### config.mk
export PLATFORM = sky130hd
export DESIGN_NAME = axil_master_arbiter
export DESIGN_NICKNAME = d
export VERILOG_FILES = /design/src/rtl/axil_arb_pkg.sv /design/src/rtl/rr_grant.sv /design/src/rtl/axil_master_arbiter.sv
export SDC_FILE = /design/constraint.sdc
export NUM_CORES = 1
export LEC_CHECK = 0
export ABC_AREA = 1
export CORE_MARGIN = 2
export CORE_UTILIZATION = 30
export CTS_CLUSTER_DIAMETER = 50
export DETAILED_ROUTE_END_ITERATION = 16
export GPL_TIMING_DRIVEN = 0
export PLACE_DENSITY = 0.69
export SETUP_SLACK_MARGIN = 0.4
export SYNTH_ARGS = -nofsm -noshare
export SYNTH_HDL_FRONTEND = slang
export SYNTH_HIERARCHICAL = 1
export SYNTH_SLANG_ARGS = --single-unit
### constraint.sdc
create_clock -name m_axi_aclk -period 12.6 [get_ports m_axi_aclk]
set_clock_uncertainty 0.05 [all_clocks]
set_input_delay 1.26 -clock m_axi_aclk [delete_from_list [all_inputs] [get_ports m_axi_aclk]]
set_output_delay 1.26 -clock m_axi_aclk [all_outputs]
set_load 0.03 [all_outputs]
### src/rtl/axil_arb_pkg.sv
// Shared types and helpers for the AXI4-Lite master arbiter.
// Contents: controller state encoding, op encoding, width helper.
package axil_arb_pkg;

   typedef enum logic [1:0] {
      IDLE    = 2'd0,
      ISSUE   = 2'd1,
      RELEASE = 2'd2
   } state_e;

   typedef enum logic {
      OP_RD = 1'b0,
      OP_WR = 1'b1
   } op_e;

   // Bits needed to index/count up to value-1, never less than 1.
   function automatic int unsigned clog2_min1(input int unsigned value);
      int unsigned r;
      r = 0;
      while (((32'd1 << r) < value) && (r < 31)) r++;
      return (r == 0) ? 1 : r;
   endfunction

endpackage

### src/rtl/rr_grant.sv
// Combinational round-robin grant: first set bit of req_valid searching
// upward from rr_ptr with wrap.
// Ports: req_valid (request vector), rr_ptr (search start),
//        grant (one-hot, zero when no request), grant_idx (binary index).
module rr_grant
   import axil_arb_pkg::*;
#(
   parameter int unsigned NUM_REQ = 4,
   parameter int unsigned IDX_W   = clog2_min1(NUM_REQ)
) (
   input  logic [NUM_REQ-1:0] req_valid,
   input  logic [IDX_W-1:0]   rr_ptr,
   output logic [NUM_REQ-1:0] grant,
   output logic [IDX_W-1:0]   grant_idx
);

   // Walk offsets from farthest to nearest so the nearest hit wins.
   always_comb begin
      grant     = '0;
      grant_idx = '0;
      for (int unsigned off = NUM_REQ; off > 0; off--) begin
         int unsigned cand;
         cand = 32'(rr_ptr) + off - 1;
         if (cand >= NUM_REQ) cand = cand - NUM_REQ;
         if (req_valid[IDX_W'(cand)]) begin
            grant                = '0;
            grant[IDX_W'(cand)]  = 1'b1;
            grant_idx            = IDX_W'(cand);
         end
      end
   end

endmodule

### src/rtl/axil_master_arbiter.sv
// Round-robin sharing of one AXI4-Lite master engine among NUM_REQ
// requesters. One single-beat transaction at a time, enable dropped for a
// RELEASE cycle after every completion, per-transaction timeout.
// Ports: req_* (requester commands, req_ready accept pulse),
//        rsp_* (one-hot completion pulse, read data, timeout flag), busy,
//        read_/write_* (engine command interface and done pulses).
module axil_master_arbiter
   import axil_arb_pkg::*;
#(
   parameter int unsigned NUM_REQ     = 4,
   parameter int unsigned ADDR_W      = 32,
   parameter int unsigned DATA_W      = 32,
   parameter int unsigned TIMEOUT_CYC = 1024
) (
   input  logic                      m_axi_aclk,
   input  logic                      m_axi_areset,
   input  logic [NUM_REQ-1:0]        req_valid,
   input  logic [NUM_REQ-1:0]        req_write,
   input  logic [NUM_REQ*ADDR_W-1:0] req_addr,
   input  logic [NUM_REQ*DATA_W-1:0] req_wdata,
   output logic [NUM_REQ-1:0]        req_ready,
   output logic [NUM_REQ-1:0]        rsp_valid,
   output logic [DATA_W-1:0]         rsp_rdata,
   output logic                      rsp_err,
   output logic                      busy,
   output logic                      read_ena,
   output logic                      write_ena,
   output logic [ADDR_W-1:0]         read_addr,
   output logic [ADDR_W-1:0]         write_addr,
   output logic [DATA_W-1:0]         write_data,
   input  logic [DATA_W-1:0]         read_data,
   input  logic                      read_done,
   input  logic                      write_done
);

   localparam int unsigned IDX_W = clog2_min1(NUM_REQ);
   localparam int unsigned CNT_W = clog2_min1(TIMEOUT_CYC + 1);
   localparam logic [CNT_W-1:0] CNT_MAX  = CNT_W'(TIMEOUT_CYC);
   localparam logic [CNT_W-1:0] CNT_LAST = CNT_W'(TIMEOUT_CYC - 1);

   state_e              state_q, state_d;
   op_e                 op_q, op_d;
   logic [IDX_W-1:0]    rr_ptr_q, rr_ptr_d;
   logic [IDX_W-1:0]    gnt_idx_q, gnt_idx_d;
   logic [CNT_W-1:0]    cnt_q, cnt_d;
   logic                read_ena_q, read_ena_d;
   logic                write_ena_q, write_ena_d;
   logic [ADDR_W-1:0]   read_addr_q, read_addr_d;
   logic [ADDR_W-1:0]   write_addr_q, write_addr_d;
   logic [DATA_W-1:0]   write_data_q, write_data_d;
   logic [NUM_REQ-1:0]  rsp_valid_q, rsp_valid_d;
   logic [DATA_W-1:0]   rsp_rdata_q, rsp_rdata_d;
   logic                rsp_err_q, rsp_err_d;

   logic [NUM_REQ-1:0]  grant;
   logic [IDX_W-1:0]    grant_idx;
   logic [ADDR_W-1:0]   addr_arr  [NUM_REQ];
   logic [DATA_W-1:0]   wdata_arr [NUM_REQ];
   logic                done_match;
   logic                timeout_hit;

   rr_grant #(.NUM_REQ(NUM_REQ), .IDX_W(IDX_W)) u_rr_grant (
      .req_valid (req_valid),
      .rr_ptr    (rr_ptr_q),
      .grant     (grant),
      .grant_idx (grant_idx)
   );

   // Unpack per-requester fields.
   always_comb begin
      for (int i = 0; i < int'(NUM_REQ); i++) begin
         addr_arr[i]  = req_addr[i*ADDR_W +: ADDR_W];
         wdata_arr[i] = req_wdata[i*DATA_W +: DATA_W];
      end
   end

   // Accept pulse is same-cycle with the grant; suppressed while in reset.
   assign req_ready = (state_q == IDLE && !m_axi_areset) ? grant : '0;

   assign done_match  = (op_q == OP_WR) ? write_done : read_done;
   // Fires in the ISSUE cycle that brings the count to TIMEOUT_CYC.
   assign timeout_hit = (TIMEOUT_CYC != 0) && (cnt_q == CNT_LAST);

   // Next-state and registered-output logic.
   always_comb begin
      state_d      = state_q;
      op_d         = op_q;
      rr_ptr_d     = rr_ptr_q;
      gnt_idx_d    = gnt_idx_q;
      cnt_d        = cnt_q;
      read_ena_d   = read_ena_q;
      write_ena_d  = write_ena_q;
      read_addr_d  = read_addr_q;
      write_addr_d = write_addr_q;
      write_data_d = write_data_q;
      rsp_valid_d  = '0;
      rsp_rdata_d  = '0;
      rsp_err_d    = 1'b0;

      case (state_q)
         IDLE: begin
            if (|req_valid) begin
               gnt_idx_d = grant_idx;
               cnt_d     = '0;
               rr_ptr_d  = (grant_idx == IDX_W'(NUM_REQ - 1)) ? '0 : grant_idx + IDX_W'(1);
               if (req_write[grant_idx]) begin
                  op_d         = OP_WR;
                  write_ena_d  = 1'b1;
                  write_addr_d = addr_arr[grant_idx];
                  write_data_d = wdata_arr[grant_idx];
                  read_addr_d  = '0;
               end else begin
                  op_d         = OP_RD;
                  read_ena_d   = 1'b1;
                  read_addr_d  = addr_arr[grant_idx];
                  write_addr_d = '0;
                  write_data_d = '0;
               end
               state_d = ISSUE;
            end
         end

         ISSUE: begin
            if (cnt_q != CNT_MAX) cnt_d = cnt_q + CNT_W'(1);
            // Done has priority over a coincident timeout.
            if (done_match || timeout_hit) begin
               read_ena_d   = 1'b0;
               write_ena_d  = 1'b0;
               read_addr_d  = '0;
               write_addr_d = '0;
               write_data_d = '0;
               rsp_valid_d  = NUM_REQ'(1) << gnt_idx_q;
               if (done_match) begin
                  rsp_rdata_d = (op_q == OP_RD) ? read_data : '0;
               end else begin
                  rsp_err_d = 1'b1;
               end
               state_d = RELEASE;
            end
         end

         RELEASE: begin
            cnt_d   = '0;
            state_d = IDLE;
         end

         default: state_d = IDLE;
      endcase
   end

   always_ff @(posedge m_axi_aclk or posedge m_axi_areset) begin
      if (m_axi_areset) begin
         state_q      <= IDLE;
         op_q         <= OP_RD;
         rr_ptr_q     <= '0;
         gnt_idx_q    <= '0;
         cnt_q        <= '0;
         read_ena_q   <= 1'b0;
         write_ena_q  <= 1'b0;
         read_addr_q  <= '0;
         write_addr_q <= '0;
         write_data_q <= '0;
         rsp_valid_q  <= '0;
         rsp_rdata_q  <= '0;
         rsp_err_q    <= 1'b0;
      end else begin
         state_q      <= state_d;
         op_q         <= op_d;
         rr_ptr_q     <= rr_ptr_d;
         gnt_idx_q    <= gnt_idx_d;
         cnt_q        <= cnt_d;
         read_ena_q   <= read_ena_d;
         write_ena_q  <= write_ena_d;
         read_addr_q  <= read_addr_d;
         write_addr_q <= write_addr_d;
         write_data_q <= write_data_d;
         rsp_valid_q  <= rsp_valid_d;
         rsp_rdata_q  <= rsp_rdata_d;
         rsp_err_q    <= rsp_err_d;
      end
   end

   assign busy       = (state_q != IDLE);
   assign read_ena   = read_ena_q;
   assign write_ena  = write_ena_q;
   assign read_addr  = read_addr_q;
   assign write_addr = write_addr_q;
   assign write_data = write_data_q;
   assign rsp_valid  = rsp_valid_q;
   assign rsp_rdata  = rsp_rdata_q;
   assign rsp_err    = rsp_err_q;

endmodule

==> flow_metrics.env <==
export IMPL_swShare_pct=54.8
export IMPL_power_share_clock_pct=13.8
export IMPL_syn_area_sq_um=8450
export IMPL_post_route_period_util_pct=37.4
export IMPL_coreArea_sq_um=27800
export IMPL_layout_min_cycle_time_ns=4.71
export IMPL_antenna_found_initial=1
export IMPL_drive_above_1_share_pct=5.25
export IMPL_fillers=2777
export IMPL_post_cts_buffers=0
export IMPL_htree_num_levels=4
export IMPL_avgSynthCellArea_sq_um=6.91
export IMPL_slew_headroom_pct=40.9
export IMPL_multiInputGateArea_sq_um=3960
export IMPL_regArea_sq_um=3830
export IMPL_die_h_microns=172
export IMPL_hold_buffers=0
export IMPL_gr_total_overflow=0
export IMPL_leakage_uw=0.00664
export IMPL_status="finished, final reports clean"
export IMPL_slew_viol_final=0
export IMPL_maxCapViolCount=0
export IMPL_vdd_ir_drop_max_mv=0.129
export IMPL_routed_wirelength_microns=33800
export IMPL_num_rows=61
export IMPL_finalSetupViolCount=0
export IMPL_critical_path_class="input pin to output port"
export IMPL_synth_seq_cells=153
export IMPL_dp_hpwl_microns=26600
export IMPL_fin_nets=1993
export IMPL_arrival_ns=3.40
export IMPL_cts_tree="done"
export IMPL_p_sw_uw=2140
export IMPL_fin_util_pct=50.3
export IMPL_grt_pass1_wl_microns=49900
export IMPL_cts_num_sinks=153
export IMPL_fmax_ghz=0.212
export IMPL_vias=9625
export IMPL_io_buffers=439
export IMPL_intPower_uw=1760
export IMPL_grt_usage_pct=22.2
export IMPL_clock_latency_ns=0.42
export IMPL_hold_viol=0
export IMPL_power_frac_seq_pct=17.9
export IMPL_ios=440
export IMPL_yosysSeqAreaShare_pct=45.3
export IMPL_routedWlPerCell_microns=16.3
export IMPL_p_per_area_nw_per_um2=280
export IMPL_gp_congestion=0.865
export IMPL_clk_path_buf_depth=2
export IMPL_rsz0062_at_grt="false"
export IMPL_drtAntennaViolNets=0
export IMPL_viasPerCell=4.64
export IMPL_worst_pin_slew_ns=0.878
export IMPL_fin_ws_ns=7.89
export IMPL_grt_start_max_net_pins=106
export IMPL_worst_r2r_setup_slack_ns=8.52
export IMPL_synth_cell_types=29
export IMPL_combinationalPowerShare_pct=68.3
export IMPL_crit_path_max_fanout=8
export IMPL_setup_tns_final_ns=0
export IMPL_cts_clk_slew_worst_paths_ns=0.07
export IMPL_critPathCaptureType="output port"
export IMPL_syn_nets=1534
export IMPL_syn_to_final_growth_pct=65.3
export IMPL_cts_resized_gates=0
export IMPL_hold_path_class="register to register"
export IMPL_synthCells=1223
export IMPL_initial_core_util_pct=30.4
export IMPL_grt_pass1_vias=9154
export IMPL_drt_iter0_markers=538
export IMPL_drt_pass1_iterations=5
export IMPL_dieArea_sq_um=29500
export IMPL_root_buffer="clkbuf_16"
export IMPL_yosysWarnings=6
export IMPL_required_ns=11.29
export IMPL_start_kind="input pin"
export IMPL_cts_buffers=17
export IMPL_route_detailed_drc=0
export IMPL_place_ws_ns=7.73
export IMPL_diodes=0
export IMPL_die_w_microns=172
[power by group through the flow]
stage | combinational [uW] | clock [uW] | sequential, uW
floorplan | 1490 | 0 | 901
global placement | 2660 | 0 | 706
detailed placement | 2690 | 0 | 709
CTS | 2690 | 553 | 701
global route | 2960 | 573 | 715
finish | 2670 | 539 | 701
[metal layers]
metal,share of wire (%),track usage (%)
met5,0.038,0
met4,2.7,7.60
met3,6.8,4.46
met2,50,40.0
met1,40,26.3
[final timing paths]
check,start,cells past startpoint,endpoint
max in group asynchronous,m_axi_areset,3,read_addr[29]
min reg2reg,gnt_idx_q[0],1,rsp_valid[0]
min,gnt_idx_q[0],1,rsp_valid[0]
min in group asynchronous,m_axi_areset,2,rr_ptr_q[0]
max,req_valid[0],13,req_ready[2]
max reg2reg,rr_ptr_q[0],14,read_addr[2]
[worst max-delay path, cell delays in order]
cell and delay [ns]:
clkdlybuf4s50_1 0.44, inv_1 0.10, nand2_1 0.09, nand3_2 0.13, nand2_4 0.09, inv_2 0.12
nand2_1 0.06, nor2_1 0.11, nor2_1 0.06, nor2_1 0.08, inv_1 0.05, nor2_1 0.10
clkdlybuf4s50_1 0.68
[stage by stage]
step	hold slack, ns	cells	cell area (sq um)	power [uW]
finish	0.424	2073	14000	3910
global placement	0.409	2040	13300	3370
floorplan	0.395	1223	8450	2390
CTS	0.427	2073	14000	3950
detailed placement	0.414	2041	13400	3400
global route	0.455	2073	14000	4250
[layout make-up]
type,instances,area share [%]
repair buffers,440,31.6
multi-input cells,912,28.4
flip-flops and latches,153,27.4
well taps,378,3.38
clock buffers,17,3.04
inverters,92,2.53
plain buffers,66,2.27
clock inverters,15,1.38
[registers in the layout, indices dropped and copies added, names as in the netlist]
signal      flops
state_q         2
cnt_q          11
read_ena        1
write_ena       1
write_data     32
rsp_valid       4
op_q            1
read_addr      32
write_addr     32
rsp_rdata      32
rsp_err         1
rr_ptr_q        2
gnt_idx_q       2
[synthesized netlist by cell type]
| library cell | n | area [sq um] |
|---|---|---|
| nand3_2 | 4 | 40.0 |
| ha_1 | 11 | 138 |
| o31ai_1 | 2 | 15.0 |
| clkbuf_2 | 1 | 5.00 |
| nor2_1 | 94 | 353 |
| nand2_1 | 518 | 1940 |
| nand2_2 | 8 | 50.1 |
| nand3b_1 | 1 | 7.51 |
| inv_2 | 7 | 26.3 |
| or2_2 | 2 | 12.5 |
| nor2_2 | 2 | 12.5 |
| nor3_1 | 5 | 25.0 |
| nor3b_1 | 1 | 7.51 |
| buf_6 | 5 | 56.3 |
| buf_4 | 1 | 7.51 |
| o21ai_0 | 96 | 480 |
| dfrtp_1 | 153 | 3830 |
| nand4_1 | 4 | 25.0 |
| buf_1 | 4 | 15.0 |
| a21oi_1 | 6 | 30.0 |
| o21ai_1 | 25 | 125 |
| nor2_4 | 2 | 22.5 |
| buf_2 | 21 | 105 |
| nand3_1 | 126 | 631 |
| inv_1 | 85 | 319 |
| clkbuf_1 | 34 | 128 |
| o21bai_1 | 1 | 7.51 |
| or2_0 | 2 | 12.5 |
| nand2_4 | 2 | 22.5 |
[placed cells by master (no fill, tap or decap), types with 6 or more instances in the layout]
master           synthesis  routed
o21ai_0                 96      96
inv_1                   85      84
ha_1                    11      11
dfrtp_1                153     153
inv_2                    7       7
nor2_1                  94      94
nand2_2                  8       8
clkbuf_1                34      34
nand3_1                126     126
clkbuf_16                0      17
o21ai_1                 25      25
a21oi_1                  6       6
buf_2                   21      21
nand2_1                518     518
clkdlybuf4s50_1          0     439
[logic make-up (layout without fill, tap and decap cells)]
group | count (synthesis) | count (layout) | share of synthesized area [%]
AO/OA/AOI/OAI | 130 | 130 | 7.79
adder cells (fa/ha/maj) | 11 | 11 | 1.63
buffers and inverters | 158 | 630 | 7.83
flip-flops | 153 | 153 | 45.3
AND/OR/NAND/NOR | 771 | 771 | 37.5
(Power assumes the default switching activity.)
